### src/rtl/dcache.sv
// Direct-mapped write-back/write-allocate data cache, 8 blocks x 4 bytes, single-cycle hits.
// A miss holds BUSYWAIT high through optional WRITEBACK, FETCH and FILL; memory stalls the transfer via MEM_BUSYWAIT.
module dcache (
  input  logic        CLK,
  input  logic        RESET,
  input  logic        READ,
  input  logic        WRITE,
  input  logic [7:0]  ADDRESS,
  input  logic [7:0]  WRITE_DATA,
  output logic [7:0]  READ_DATA,
  output logic        BUSYWAIT,
  output logic        MEM_READ,
  output logic        MEM_WRITE,
  output logic [5:0]  MEM_ADDRESS,
  output logic [31:0] MEM_WRITEDATA,
  input  logic [31:0] MEM_READDATA,
  input  logic        MEM_BUSYWAIT
);

  typedef enum logic [1:0] {IDLE, WRITEBACK, FETCH, FILL} state_t;

  state_t      state, state_nxt;
  logic [7:0]  valid, dirty;
  logic [2:0]  tag_arr  [8];
  logic [31:0] data_arr [8];

  logic [2:0]  addr_tag, addr_idx;
  logic [1:0]  addr_off;
  logic [4:0]  bit_off;
  logic        req, hit, wr_hit_en, fill_en;
  logic [7:0]  cur_byte;

  assign addr_tag = ADDRESS[7:5];
  assign addr_idx = ADDRESS[4:2];
  assign addr_off = ADDRESS[1:0];
  assign bit_off  = {addr_off, 3'b000};
  assign req      = READ | WRITE;
  assign hit      = valid[addr_idx] && (tag_arr[addr_idx] == addr_tag);
  assign cur_byte = data_arr[addr_idx][bit_off +: 8];

  // Everything is gated by RESET so outputs fall to 0 the moment reset asserts.
  always_comb begin
    state_nxt     = state;
    BUSYWAIT      = 1'b0;
    MEM_READ      = 1'b0;
    MEM_WRITE     = 1'b0;
    MEM_ADDRESS   = 6'd0;
    MEM_WRITEDATA = 32'd0;
    READ_DATA     = 8'd0;
    wr_hit_en     = 1'b0;
    fill_en       = 1'b0;
    if (RESET) begin
      case (state)
        IDLE: begin
          if (req) begin
            if (hit) begin
              if (WRITE) wr_hit_en = 1'b1;
              else       READ_DATA = cur_byte;
            end else begin
              BUSYWAIT  = 1'b1;
              state_nxt = (valid[addr_idx] && dirty[addr_idx]) ? WRITEBACK : FETCH;
            end
          end
        end
        WRITEBACK: begin
          BUSYWAIT      = 1'b1;
          MEM_WRITE     = 1'b1;
          MEM_ADDRESS   = {tag_arr[addr_idx], addr_idx};
          MEM_WRITEDATA = data_arr[addr_idx];
          if (!MEM_BUSYWAIT) state_nxt = FETCH;
        end
        FETCH: begin
          BUSYWAIT    = 1'b1;
          MEM_READ    = 1'b1;
          MEM_ADDRESS = ADDRESS[7:2];
          if (!MEM_BUSYWAIT) begin
            fill_en   = 1'b1;
            state_nxt = FILL;
          end
        end
        FILL: begin
          BUSYWAIT  = 1'b1;
          state_nxt = IDLE;
        end
        default: state_nxt = IDLE;
      endcase
    end
  end

  always_ff @(posedge CLK or negedge RESET) begin
    if (!RESET) begin
      state <= IDLE;
      valid <= 8'd0;
      dirty <= 8'd0;
    end else begin
      state <= state_nxt;
      if (fill_en) begin
        valid[addr_idx] <= 1'b1;
        dirty[addr_idx] <= 1'b0;
      end else if (wr_hit_en) begin
        dirty[addr_idx] <= 1'b1;
      end
    end
  end

  // Tag and data arrays carry no reset; valid bits guard their contents.
  always_ff @(posedge CLK) begin
    if (fill_en) begin
      tag_arr[addr_idx]  <= addr_tag;
      data_arr[addr_idx] <= MEM_READDATA;
    end else if (wr_hit_en) begin
      data_arr[addr_idx][bit_off +: 8] <= WRITE_DATA;
    end
  end

endmodule
### config.mk
export PLATFORM = sky130hd
export DESIGN_NAME = dcache
export DESIGN_NICKNAME = d
export VERILOG_FILES = /design/src/rtl/dcache.sv
export SDC_FILE = /design/constraint.sdc
export NUM_CORES = 1
export LEC_CHECK = 0
export BUFFER_PORTS_ARGS = -buffer_cell sky130_fd_sc_hd__buf_2
export CORE_MARGIN = 10
export CORE_UTILIZATION = 45
export DETAILED_ROUTE_END_ITERATION = 8
export PLACE_DENSITY = 0.7
export SLEW_MARGIN = 20
export SYNTH_ARGS = -nofsm -noshare
export SYNTH_HDL_FRONTEND = slang
export SYNTH_SLANG_ARGS = --single-unit
### constraint.sdc
create_clock -name CLK -period 3 [get_ports CLK]
set_input_delay 0.45 -clock CLK [delete_from_list [all_inputs] [get_ports CLK]]
set_output_delay 0.45 -clock CLK [all_outputs]
set_load 0.02 [all_outputs]
After elaboration in Yosys (flattened, before gate mapping)

Memory sizes are Yosys's and may differ from the RTL's.
Index checks and enable logic that the tools add are counted.

Register bits after elaboration: 18
RAM bits: 280
Input bits: 53
Output and inout bits: 49
Memories: 2

Add/sub/neg operators: 1
$lt $le $gt $ge: 2
Equality and inequality tests: 8
Shift operators: 3
Mux-type cells: 76
Bitwise gates (word level): 37
Reduce and logical (&&, ||, !) cells: 7

Memory list:

| memory   | words | bits a word | read ports | clocked after Yosys merged registers in | wr ports | line | RTL |
|---|---|---|---|---|---|---|---|
| data_arr | 8     | 32          | 1          | 0                                       | 1        | 25   | `logic [31:0] data_arr [8];` |
| tag_arr  | 8     | 3           | 1          | 0                                       | 1        | 24   | `logic [2:0] tag_arr [8];` |

Operators with widths:

| operator                                                                            | count |
|---|---|
| 32-bit two-way mux                                                                  | 3 |
| 8-bit two-way mux                                                                   | 7 |
| 1-bit two-way mux                                                                   | 54 |
| 1-bit OR                                                                            | 33 |
| 8-bit by 7-bit variable shift with 32-bit output, first input constant              | 1 |
| 32-bit by 6-bit indexed part select with 8-bit output                               | 1 |
| 8-bit by 7-bit indexed part select with 32-bit output                               | 1 |
| 8-bit OR                                                                            | 2 |
| 6-bit case mux with 2 select lines                                                  | 1 |
| 2-bit two-way mux                                                                   | 5 |
| 8-bit bitwise AND                                                                   | 1 |
| 2-bit != test, second input constant                                                | 4 |
| 8-bit NOT                                                                           | 1 |
| 2-bit case mux with 4 select lines                                                  | 1 |
| 5-bit negation with 7-bit output                                                    | 1 |
| 1-bit binary-select mux with 3-bit select                                           | 2 |
| 6-bit two-way mux                                                                   | 1 |
| 5-bit AND reduction                                                                 | 1 |
| 2-bit equality test, second input constant                                          | 2 |
| 3-bit by 4-bit < comparator with 1-bit output, second input constant                | 1 |
| 1-bit demux with 3-bit select                                                       | 1 |
| 3-bit equality test                                                                 | 1 |
| 3-bit by 1-bit greater-or-equal comparator with 1-bit output, second input constant | 1 |
| 1-bit logical AND                                                                   | 3 |
| other kinds (5)                                                                     | 5 |

Logic depth before layout (Yosys ltp)

Gate-level depths: netlist (run 1).

Depth after elaboration: 11
Gate-level depth with buffers: 10

Worst setup path before layout (run 1)

Ideal clock, no wire load.

Path kind: input to register
Start point: input ADDRESS[2]
End point: memory data_arr[0][0], enable pin
Setup time: 0.375 ns
Data arrival time: 2.779 ns
Required time: 2.625 ns
Slack: -0.154 ns
Stages: 8
Path buffers: 2
Cell sequence: buf_6 mux2_4 a22oi_2 a21oi_1 nor4b_4 nand4_4 buf_6 a21oi_1

Longest elaborated chain between the ends: 11
Elaborated cells between the ends (all ways): 13
Classes of those cells: 1 x eq/ne; 9 x mux; 1 x bitwise; 1 x reduce/logical; 1 x memory

Ends and longest elaborated chain:

| item                                                                                      | line | RTL |
|---|---|---|
| start: declaration                                                                        | 8    | `input logic [7:0] ADDRESS,` |
| memory read 8 x 3 bit / 1-bit binary-select mux with 3-bit select (equally long branches) | -    |  |
| 3-bit equality test / 1-bit two-way mux (equally long branches)                           | 38   | `assign hit = valid[addr_idx] && (tag_arr[addr_idx] == addr_tag);` |
| 1-bit logical AND                                                                         | 38   |  |
| 1-bit two-way mux                                                                         | 56   | `if (hit) begin` |
| 1-bit two-way mux                                                                         | 55   | `if (req) begin` |
| 1-bit two-way mux                                                                         | 53   | `case (state)` |
| 1-bit two-way mux                                                                         | 52   | `if (RESET) begin` |
| 1-bit two-way mux                                                                         | 111  | `end else if (wr_hit_en) begin` |
| 1-bit two-way mux                                                                         | 108  | `if (fill_en) begin` |
| 32-bit two-way mux (not written as such)                                                  | 112  | `data_arr[addr_idx][bit_off +: 8] <= WRITE_DATA;` |
| 1-bit OR (no line)                                                                        | -    |  |
| end: declaration                                                                          | 25   |  |

Parallel ways exist; a longest one is shown, timed or not. The select of a mux whose other input is x is not followed.

Worst setup path in the final report (run 1)

Start point: memory tag_arr[0][2]
End point: output READ_DATA[2]

Longest elaborated chain between the ends: 7

Ends and longest elaborated chain:

| item                  | line | RTL |
|---|---|---|
| start: declaration    | 24   |  |
| memory read 8 x 3 bit | -    |  |
| 3-bit equality test   | 38   |  |
| 1-bit logical AND     | 38   |  |
| 8-bit two-way mux     | 56   |  |
| 8-bit two-way mux     | 55   |  |
| 8-bit two-way mux     | 53   |  |
| 8-bit two-way mux     | 52   |  |
| end: declaration      | 10   | `output logic [7:0] READ_DATA,` |

Every way passes these cells.

==> results of run 1 <==
## state kept, by name, summed over array words and instances, names as in the netlist, named ones only
register	count
data_arr	256
tag_arr	24
valid	8
state	2
## cells by family after synthesis
| kind of cell | count (synthesis) | share of synthesized area |
|---|---|---|
| fa+ha+maj | 8 | 0.00764 |
| mux | 120 | 0.122 |
| simple gates | 180 | 0.0702 |
| compound gates | 172 | 0.0921 |
| xor+xnor | 1 | 0.00124 |
| buf+inv | 91 | 0.0305 |
| flops | 298 | 0.677 |
## synth_stat cells (5+ instances only)
cell type	count
sky130_fd_sc_hd__and2_1	9
sky130_fd_sc_hd__mux4_2	27
sky130_fd_sc_hd__a22o_1	8
sky130_fd_sc_hd__nand3_1	7
sky130_fd_sc_hd__a221o_1	9
sky130_fd_sc_hd__buf_1	7
sky130_fd_sc_hd__ha_1	8
sky130_fd_sc_hd__nand2b_1	6
sky130_fd_sc_hd__buf_2	9
sky130_fd_sc_hd__inv_1	41
sky130_fd_sc_hd__nand2_1	53
sky130_fd_sc_hd__mux2i_1	64
sky130_fd_sc_hd__nor2_1	62
sky130_fd_sc_hd__o21ai_0	23
sky130_fd_sc_hd__o22a_1	8
sky130_fd_sc_hd__mux2_2	25
sky130_fd_sc_hd__a22oi_1	18
sky130_fd_sc_hd__o22ai_1	11
sky130_fd_sc_hd__nor3_1	8
sky130_fd_sc_hd__a221oi_1	26
sky130_fd_sc_hd__a21oi_1	47
sky130_fd_sc_hd__nor2b_1	5
sky130_fd_sc_hd__dfrtp_1	18
sky130_fd_sc_hd__clkbuf_1	26
sky130_fd_sc_hd__or2_2	9
sky130_fd_sc_hd__buf_6	6
sky130_fd_sc_hd__edfxtp_1	280
## layer usage
metal,global-route usage,vias up
li1,-,3872
met1,0.276,4416
met2,0.342,459
met3,0.0369,86
met4,0.0694,0
met5,0,-
## cell type report
| class | instances | area (µm²) | area share |
|---|---|---|---|
| Clock buffer | 33 | 762 | 0.0464 |
| Clock inverter | 22 | 314 | 0.0191 |
| Sequential cell | 298 | 8860 | 0.539 |
| Multi-Input combinational cell | 481 | 3930 | 0.239 |
| Timing Repair Buffer | 261 | 1920 | 0.117 |
| Tap cell | 384 | 480 | 0.0293 |
| Inverter | 42 | 161 | 0.00983 |
## path summary, 6_finish.rpt
| check | end | slack [ns] | depth (start not counted) |
|---|---|---|---|
| setup reg to reg | data_arr[3][7]$_DFFE_PP_ | 0.13 | 10 |
| setup / recovery | READ_DATA[2] | -0.02 | 8 |
| hold reg to reg | valid[4]$_DFFE_PN0P_ | 0.47 | 1 |
| min in group asynchronous | state[1]$_DFFE_PN0P_ | 0.45 | 3 |
| hold / removal | tag_arr[2][1]$_DFFE_PP_ | 0.26 | 1 |
| max in group asynchronous | valid[5]$_DFFE_PN0P_ | 2.30 | 3 |
## worst register-to-register path, delay by kind of cell (launching register included)
| kind | cells | cell delay (ns) |
|---|---|---|
| mux | 2 | 0.79 |
| simple gates | 2 | 0.45 |
| compound gates | 2 | 0.32 |
| buf+inv | 4 | 0.65 |
| flops | 1 | 0.38 |
## where the power goes
part           total (mW)  internal (mW)  switching (mW)
clock                4.07           2.51            1.56
combinational        1.48          0.601           0.883
sequential           4.75           4.70          0.0540
total                10.3           7.80            2.49
## per-stage QoR
stage | util | TNS (ns) | instance area (µm²)
finish | 0.572 | -0.0395 | 16400
global route | 0.572 | -0.680 | 16400
CTS | 0.570 | -0.0591 | 16400
detailed placement | 0.529 | -33.97 | 15200
global placement | 0.529 | -4.17 | 15200
floorplan | - | -36.46 | 13100
## timing repair
action                                  4_1_cts  5_1_grt
resized for setup                            15       21
setup buffers                                 1        2
pin swaps                                     5        4
endpoints found under the setup margin        9        9
hold buffers                                  1        0
hold endpoints to repair                     18        0
==> flow_results.org, run 1 <==
** Min path
- The worst hold path begins at ADDRESS[6].
- HP Class :: input pin to flip-flop

** Global routing
- Across every metal layer, demand over resource in global routing totals 0.209.
- The via count of the first global-routing pass is 8859.
- The first global-routing pass estimated roughly 57000 µm of wire.
- Summed over all layers, the global routing overflow is 0.
- Maximum number of pins on one net before global-route repair :: 34
- The number of antenna violations at the first check in global routing was 0.

** Floorplanning
- Die boundary height :: approximately 190 µm
- Horizontal extent of the die :: around 190 µm
- The die covers around 36000 µm².
- Effective utilization at floorplan :: 0.456
- approximately 100 I/O pins were placed.
- The core region is 28700 µm².
- After floorplanning, the core was divided into just over 60 placement rows.

** Setup path
- The worst setup path is launched from a flip-flop.
- In this design, the stage delay of the slowest critical-path cell is around 0.38 ns.
- In this run the worst path has a maximum fanout of 8.
- Start-to-end type of the worst setup path :: flip-flop to output port
- The cell family contributing the most delay on the critical path is compound AO/OA/AOI/OAI gates.
- The worst register-to-register path begins at tag_arr[0][2]$_DFFE_PP_.
- Among all stages on the critical path, the largest delay is contributed by sky130_fd_sc_hd__edfxtp_1.
- The critical path starts at tag_arr[0][2]$_DFFE_PP_.
- Critical Path, Cell by Cell :: mux2_4, a22oi_2, a21oi_2, nor4b_4, nand3_2, buf_12, a31oi_4, buf_6
- The critical path contains buffers and inverters numbering 2 combined.
- The worst setup path is captured at an output port.
- Data arrival time of the critical path :: roughly 2.6 ns
- Data required time of the worst path :: between 2 and 3 ns

** Placement
- Placement-stage worst setup slack :: -0.172 ns
- Placed wire-length estimate :: ~28000 µm
- Count of input and output buffers :: 101
- Number of instances in the placed design :: ~1500
- Final GP Congestion :: 0.882

** Outcome
- Failing checks :: negative setup slack
- Run status :: finished with violations

** Clock tree
- Clock latency on the worst-skew pair, taken at its later pin, is between 0.5 and 0.6 ns.
- Counting along the longest clock path gives a buffer depth of 3.
- TritonCTS clock tree :: done
- Clock input transition at the sequential cells of the worst setup and hold paths :: around 0.06 ns
- For this design, the sink count on the clock tree is slightly below 300.
- In this run the number of H-tree levels came out at 1.
- Root buffer cell :: sky130_fd_sc_hd__clkbuf_16
- Buffers inserted during clock tree synthesis total 30.

** Synthesis
- Nets in the synthesized netlist :: around 930
- Dominant cells by area after synthesis :: sky130_fd_sc_hd__edfxtp_1, sky130_fd_sc_hd__mux2i_1, sky130_fd_sc_hd__mux4_2
- Proportion of synthesized flip-flops having asynchronous set or reset :: 0.0604
- Yosys mapped the design onto between 50 and 60 distinct sky130hd cell types.
- Counting flops and latches in the post-synthesis netlist gives around 300.
- In the synthesized netlist the dominant register cell turns out to be sky130_fd_sc_hd__edfxtp_1.
- Cell type with the largest total area after synthesis :: sky130_fd_sc_hd__edfxtp_1
- Synth warn :: 0
- Top cell type's share of synthesized area :: 0.642
- The cell area that synthesis handed to floorplanning was about 13000 µm².
- Sequential-to-total area share from yosys stat :: 0.677
- The synthesized design contains between 200 and 300 enable-type register cells.
- A synthesized cell averages around 15 µm².
- Cells after Synth :: just under 900

** Routing
- Remaining antenna violation count :: 0
- Via count :: 8833
- Dividing the detail-routed wire length by the instance count gives 25.3 µm.
- Total met3 wirelength after detailed routing :: 3460 µm
- Final routed DRC violation total :: 0
- Summed over all layers, the routed wires come to 38500 µm.
- In the routed layout, each cell is associated on average with a via count of about 5.8.
- In the detailed route, the total length drawn on met2 is 18800 µm.
- After detailed routing, no signal wire sits above met4.
- Total iterations of the first detailed-routing run :: 5
- Routed length on met1 :: about 15000 µm
- Iter 0 DRT Violations :: 800

** Pwr
- The worst-case IR drop observed on VDD is about 0.0004 V.
- The analysis attributes to cell leakage a power of about 6.4 nW.
- Total power consumption of the routed design :: approximately 10 mW
- Total power per unit cell area :: 627 nW/µm²

** Final layout
- Fill cells in the final layout number between 2000 and 2500.
- Final cell count without fillers :: roughly 1500
- Synth-to-Final Area Change :: 25.4%
- Fraction of final layout cells with drive strength greater than 1 :: 0.351
- 0 antenna diodes ended up in the layout.
- Net count of the finished layout :: roughly 1200
- Leaving out fill and tap cells, the most frequent cell in the layout is sky130_fd_sc_hd__edfxtp_1.
- Most frequent cells in the layout :: sky130_fd_sc_hd__edfxtp_1, sky130_fd_sc_hd__buf_4, sky130_fd_sc_hd__buf_2

** STA
- Slew margin rel. :: 0.548
- The count of final max-slew check failures came to 0.
- Hold Vio Cnt, Final :: 0
- Setup repair after global routing could not meet its margin everywhere.
- In the finished design, the share of the clock period the worst path needs comes to 1.01.
- The routed design could run at a clock period as short as just over 3 ns.
- Setup violations remaining at the end of the flow were counted as 2.
- Worst Setup Slack, final :: -0.0240 ns
- Final hold analysis gives a worst-case slack of 0.260 ns.
- On the final layout, the worst clock skew is between 0.03 and 0.04 ns.
- Transition time at the pin with the least slew margin :: 0.659 ns
- Static timing analysis puts the maximum clock frequency at approximately 330 MHz.

** Job
- Total of max-cap violations :: 0
Note: power is estimated with default switching activity, not from simulation.
==> inputs of run 2 (changes only) <==
--- a/config.mk
+++ b/config.mk
@@ -6,10 +6,12 @@
 export NUM_CORES = 1
 export LEC_CHECK = 0
 export BUFFER_PORTS_ARGS = -buffer_cell sky130_fd_sc_hd__buf_2
-export CORE_MARGIN = 10
+export CORE_MARGIN = 3
 export CORE_UTILIZATION = 45
 export DETAILED_ROUTE_END_ITERATION = 8
+export MAX_ROUTING_LAYER = met4
 export PLACE_DENSITY = 0.7
+export SKIP_CTS_REPAIR_TIMING = 1
 export SLEW_MARGIN = 20
 export SYNTH_ARGS = -nofsm -noshare
 export SYNTH_HDL_FRONTEND = slang
==> flow_results.org, run 2 (synthesis gave the netlist of run 1 again) <==
** Clock tree
- Number of buffers added by the clock tree synthesis step :: 28 (was 30)
- TritonCTS clock tree :: done (unchanged)
- Clock input transition at the sequential cells of the worst setup and hold paths :: 0.06 ns (about the same)
- The root buffer selected by CTS is sky130_fd_sc_hd__clkbuf_16 (unchanged).
- The maximum clock insertion buffer count was 3 (unchanged).
- Clock sink count :: 298 (unchanged)
- Skew-Pair Late Insertion Delay :: 0.56 ns (was 0.58 ns)
- Number of H-tree branching levels :: 1 (unchanged)

** Final layout
- Net count of the finished layout :: 1164 (was 1175)
- The most frequent standard cell in the layout excluding fill and tap cells was sky130_fd_sc_hd__edfxtp_1 (unchanged).
- The final standard cell count with taps included and fillers excluded is 1504 (was 1521).
- Largest reg by FF count :: data_arr (unchanged)
- Top flop regs :: data_arr x256, tag_arr x24, valid x8 (unchanged)
- Number of flip-flops under the largest register name :: 256 (unchanged)
- The summed area of non-filler cells in the final layout is 16300 µm² (was 16400 µm²).
- Most frequent cells in the layout :: sky130_fd_sc_hd__edfxtp_1, sky130_fd_sc_hd__buf_4, sky130_fd_sc_hd__buf_2 (unchanged)
- The layout overhead on the synthesized area came to 24.5% (was 25.4%).
- The fill cell instance count of the final layout came to 2211 (was 2274).
- Fraction of final layout cells with drive strength greater than 1 :: 0.349 (was 0.351)

** Global routing
- Combined global-route utilization of all metal layers :: 0.246 (was 0.209)
- Via count of the first global-routing pass :: 8718 (was 8859)
- Maximum number of pins on one net before global-route repair :: 32 (was 34)
- Wire length of the first global-routing pass :: 54900 µm (was 57000 µm)
- The number of antenna violations at the first check in global routing was 0 (unchanged).
- Total congestion overflow :: 0 (unchanged)

** STA
- The share of the clock period used by the worst path after layout was 1.01 (about the same).
- Hold Slack :: 0.269 ns (was 0.260 ns)
- The time the worst path needs with I/O delays and setup is 3.04 ns (was 3.02 ns).
- The worst relative slew slack was 0.547 (was 0.548).
- Hold Vio Cnt, Final :: 0 (unchanged)
- Unrepaired setup endpoints after global routing :: true (unchanged)
- The worst-margin pin slew came to 0.660 ns (was 0.659 ns).
- The least setup slack across all paths after layout was -0.0393 ns (was -0.0240 ns).
- Number of pins exceeding their max-slew limit in the final report :: 0 (unchanged)
- The final clock skew is 0.0326 ns (was 0.0315 ns).
- The achievable clock frequency came to 329 MHz (was 331 MHz).
- The number of setup violations in the final report was 5 (was 2).

** Min path
- HP Class :: input pin to flip-flop (unchanged)

** Routing
- The residual antenna-violating net count after detailed routing is 0 (unchanged).
- The number of iterations in the first detailed-routing pass came to 6 (was 5).
- The detailed-route DRC error count is 0 (unchanged).
- The average via count per standard cell is 5.87 (was 5.81).
- The total number of vias was 8831 (was 8833).
- The total length of routed wires was 37600 µm (was 38500 µm).
- The post-detailed-route wirelength per cell is 25.0 µm (was 25.3 µm).
- The starting DRC count in detailed routing was 990 (was 800).

** Setup path
- The class of the most critical setup path was flip-flop to output port (unchanged).
- Data required time of the worst path :: 2.55 ns (about the same)
- Data arrival time of the critical path :: 2.59 ns (was 2.57 ns)
- The biggest fanout along the worst timing path is 5 (was 8).
- Element type at the critical path start :: flip-flop (unchanged)
- Crit end category :: output port (unchanged)

** Pwr
- The static leakage power came to 6.27 nW (was 6.35 nW).
- The power per standard cell area came to 601 nW/µm² (was 627 nW/µm²).
- The peak ir drop on the vdd network was 0.000378 V (was 0.000403 V).
- Total power consumption of the routed design :: 9.80 mW (was 10.3 mW)

** Floorplanning
- The die area is 31200 µm² (was 36300 µm²).
- The width of the chip is 177 µm (was 191 µm).
- Number of core rows :: 61 (was 62)
- The area of the placeable core is 28200 µm² (was 28700 µm²).
- The die outline height is 177 µm (was 191 µm).
- The initial cell density of the core came to 0.464 (was 0.456).
- The number of primary I/O pins came to 102 (unchanged).

** Outcome
- Run status: finished with violations (unchanged).
- Failing checks: negative setup slack (unchanged).

** Job
- The number of maximum-capacitance constraint violations came to 0 (unchanged).

** Placement
- The routability congestion estimate is 0.878 (was 0.882).
- The post-placement cell area came to 15100 µm² (was 15200 µm²).
- Placed wire-length estimate :: 26400 µm (was 27500 µm)
- Number of instances in the placed design :: 1442 (was 1463)
- Count of input and output buffers :: 101 (unchanged)
-- run 2: cell count changes in the layout (fill, tap and decap cells not counted), sizes merged --
cell / delta
buf: -9
bufinv: -4
inv: +2
clkbuf: -1
diode: +1
-- run 2: final cells by class --
cell class,instances,area (µm²),share of cell area
flip-flops and latches,298,8860,0.543
multi-input cells,481,3990,0.245
repair buffers,252,1900,0.116
clock buffers,32,716,0.0439
well taps,378,473,0.0290
clock inverters,20,211,0.0130
inverters,42,158,0.00967
diodes,1,2.50,0.000153
-- run 2: report_power, final --
| part | total, mW | switching [mW] | internal (mW) |
|---|---|---|---|
| clock network | 3.56 | 1.50 | 2.06 |
| logic | 1.49 | 0.882 | 0.611 |
| registers | 4.75 | 0.0510 | 4.69 |
-- run 2: path summary, 6_finish.rpt --
check,startpoint,end,cells after the start,slack [ns]
hold / removal,ADDRESS[6],tag_arr[1][1]$_DFFE_PP_,1,0.27
setup reg to reg,tag_arr[4][2]$_DFFE_PP_,data_arr[7][1]$_DFFE_PP_,9,0.20
hold reg to reg,valid[5]$_DFFE_PN0P_,valid[5]$_DFFE_PN0P_,1,0.47
setup / recovery,valid[7]$_DFFE_PN0P_,READ_DATA[6],9,-0.04
min in group asynchronous,RESET,async pin,3,0.44
max in group asynchronous,RESET,valid[7]$_DFFE_PN0P_,3,2.32
-- run 2: layer usage --
metal / share of wire / vias to the layer above / global-route usage
met5: 0 / - / -
met4: 0.040 / 0 / 0.0930
met3: 0.094 / 99 / 0.0411
met2: 0.48 / 507 / 0.382
met1: 0.39 / 4367 / 0.330
li1: - / 3858 / -
-- run 2: critical path, cell delays in order, from the launching register on --
cell,delay [ns]
sky130_fd_sc_hd__dfrtp_1,0.38
sky130_fd_sc_hd__mux4_2,0.49
sky130_fd_sc_hd__mux2_4,0.29
sky130_fd_sc_hd__and2_4,0.17
sky130_fd_sc_hd__and4b_1,0.19
sky130_fd_sc_hd__nand3_2,0.06
sky130_fd_sc_hd__buf_6,0.15
sky130_fd_sc_hd__buf_12,0.13
sky130_fd_sc_hd__nor2_2,0.04
sky130_fd_sc_hd__buf_4,0.15
-- run 2: metrics by stage --
stage / worst slack [ns] / utilization / setup TNS [ns]
finish: -0.0393 / 0.577 / -0.120
global route: -0.103 / 0.577 / -0.741
CTS: -0.328 / 0.568 / -1.88
detailed placement: -0.323 / 0.535 / -3.51
global placement: -0.306 / 0.535 / -0.830
floorplan: -0.141 / - / -36.46
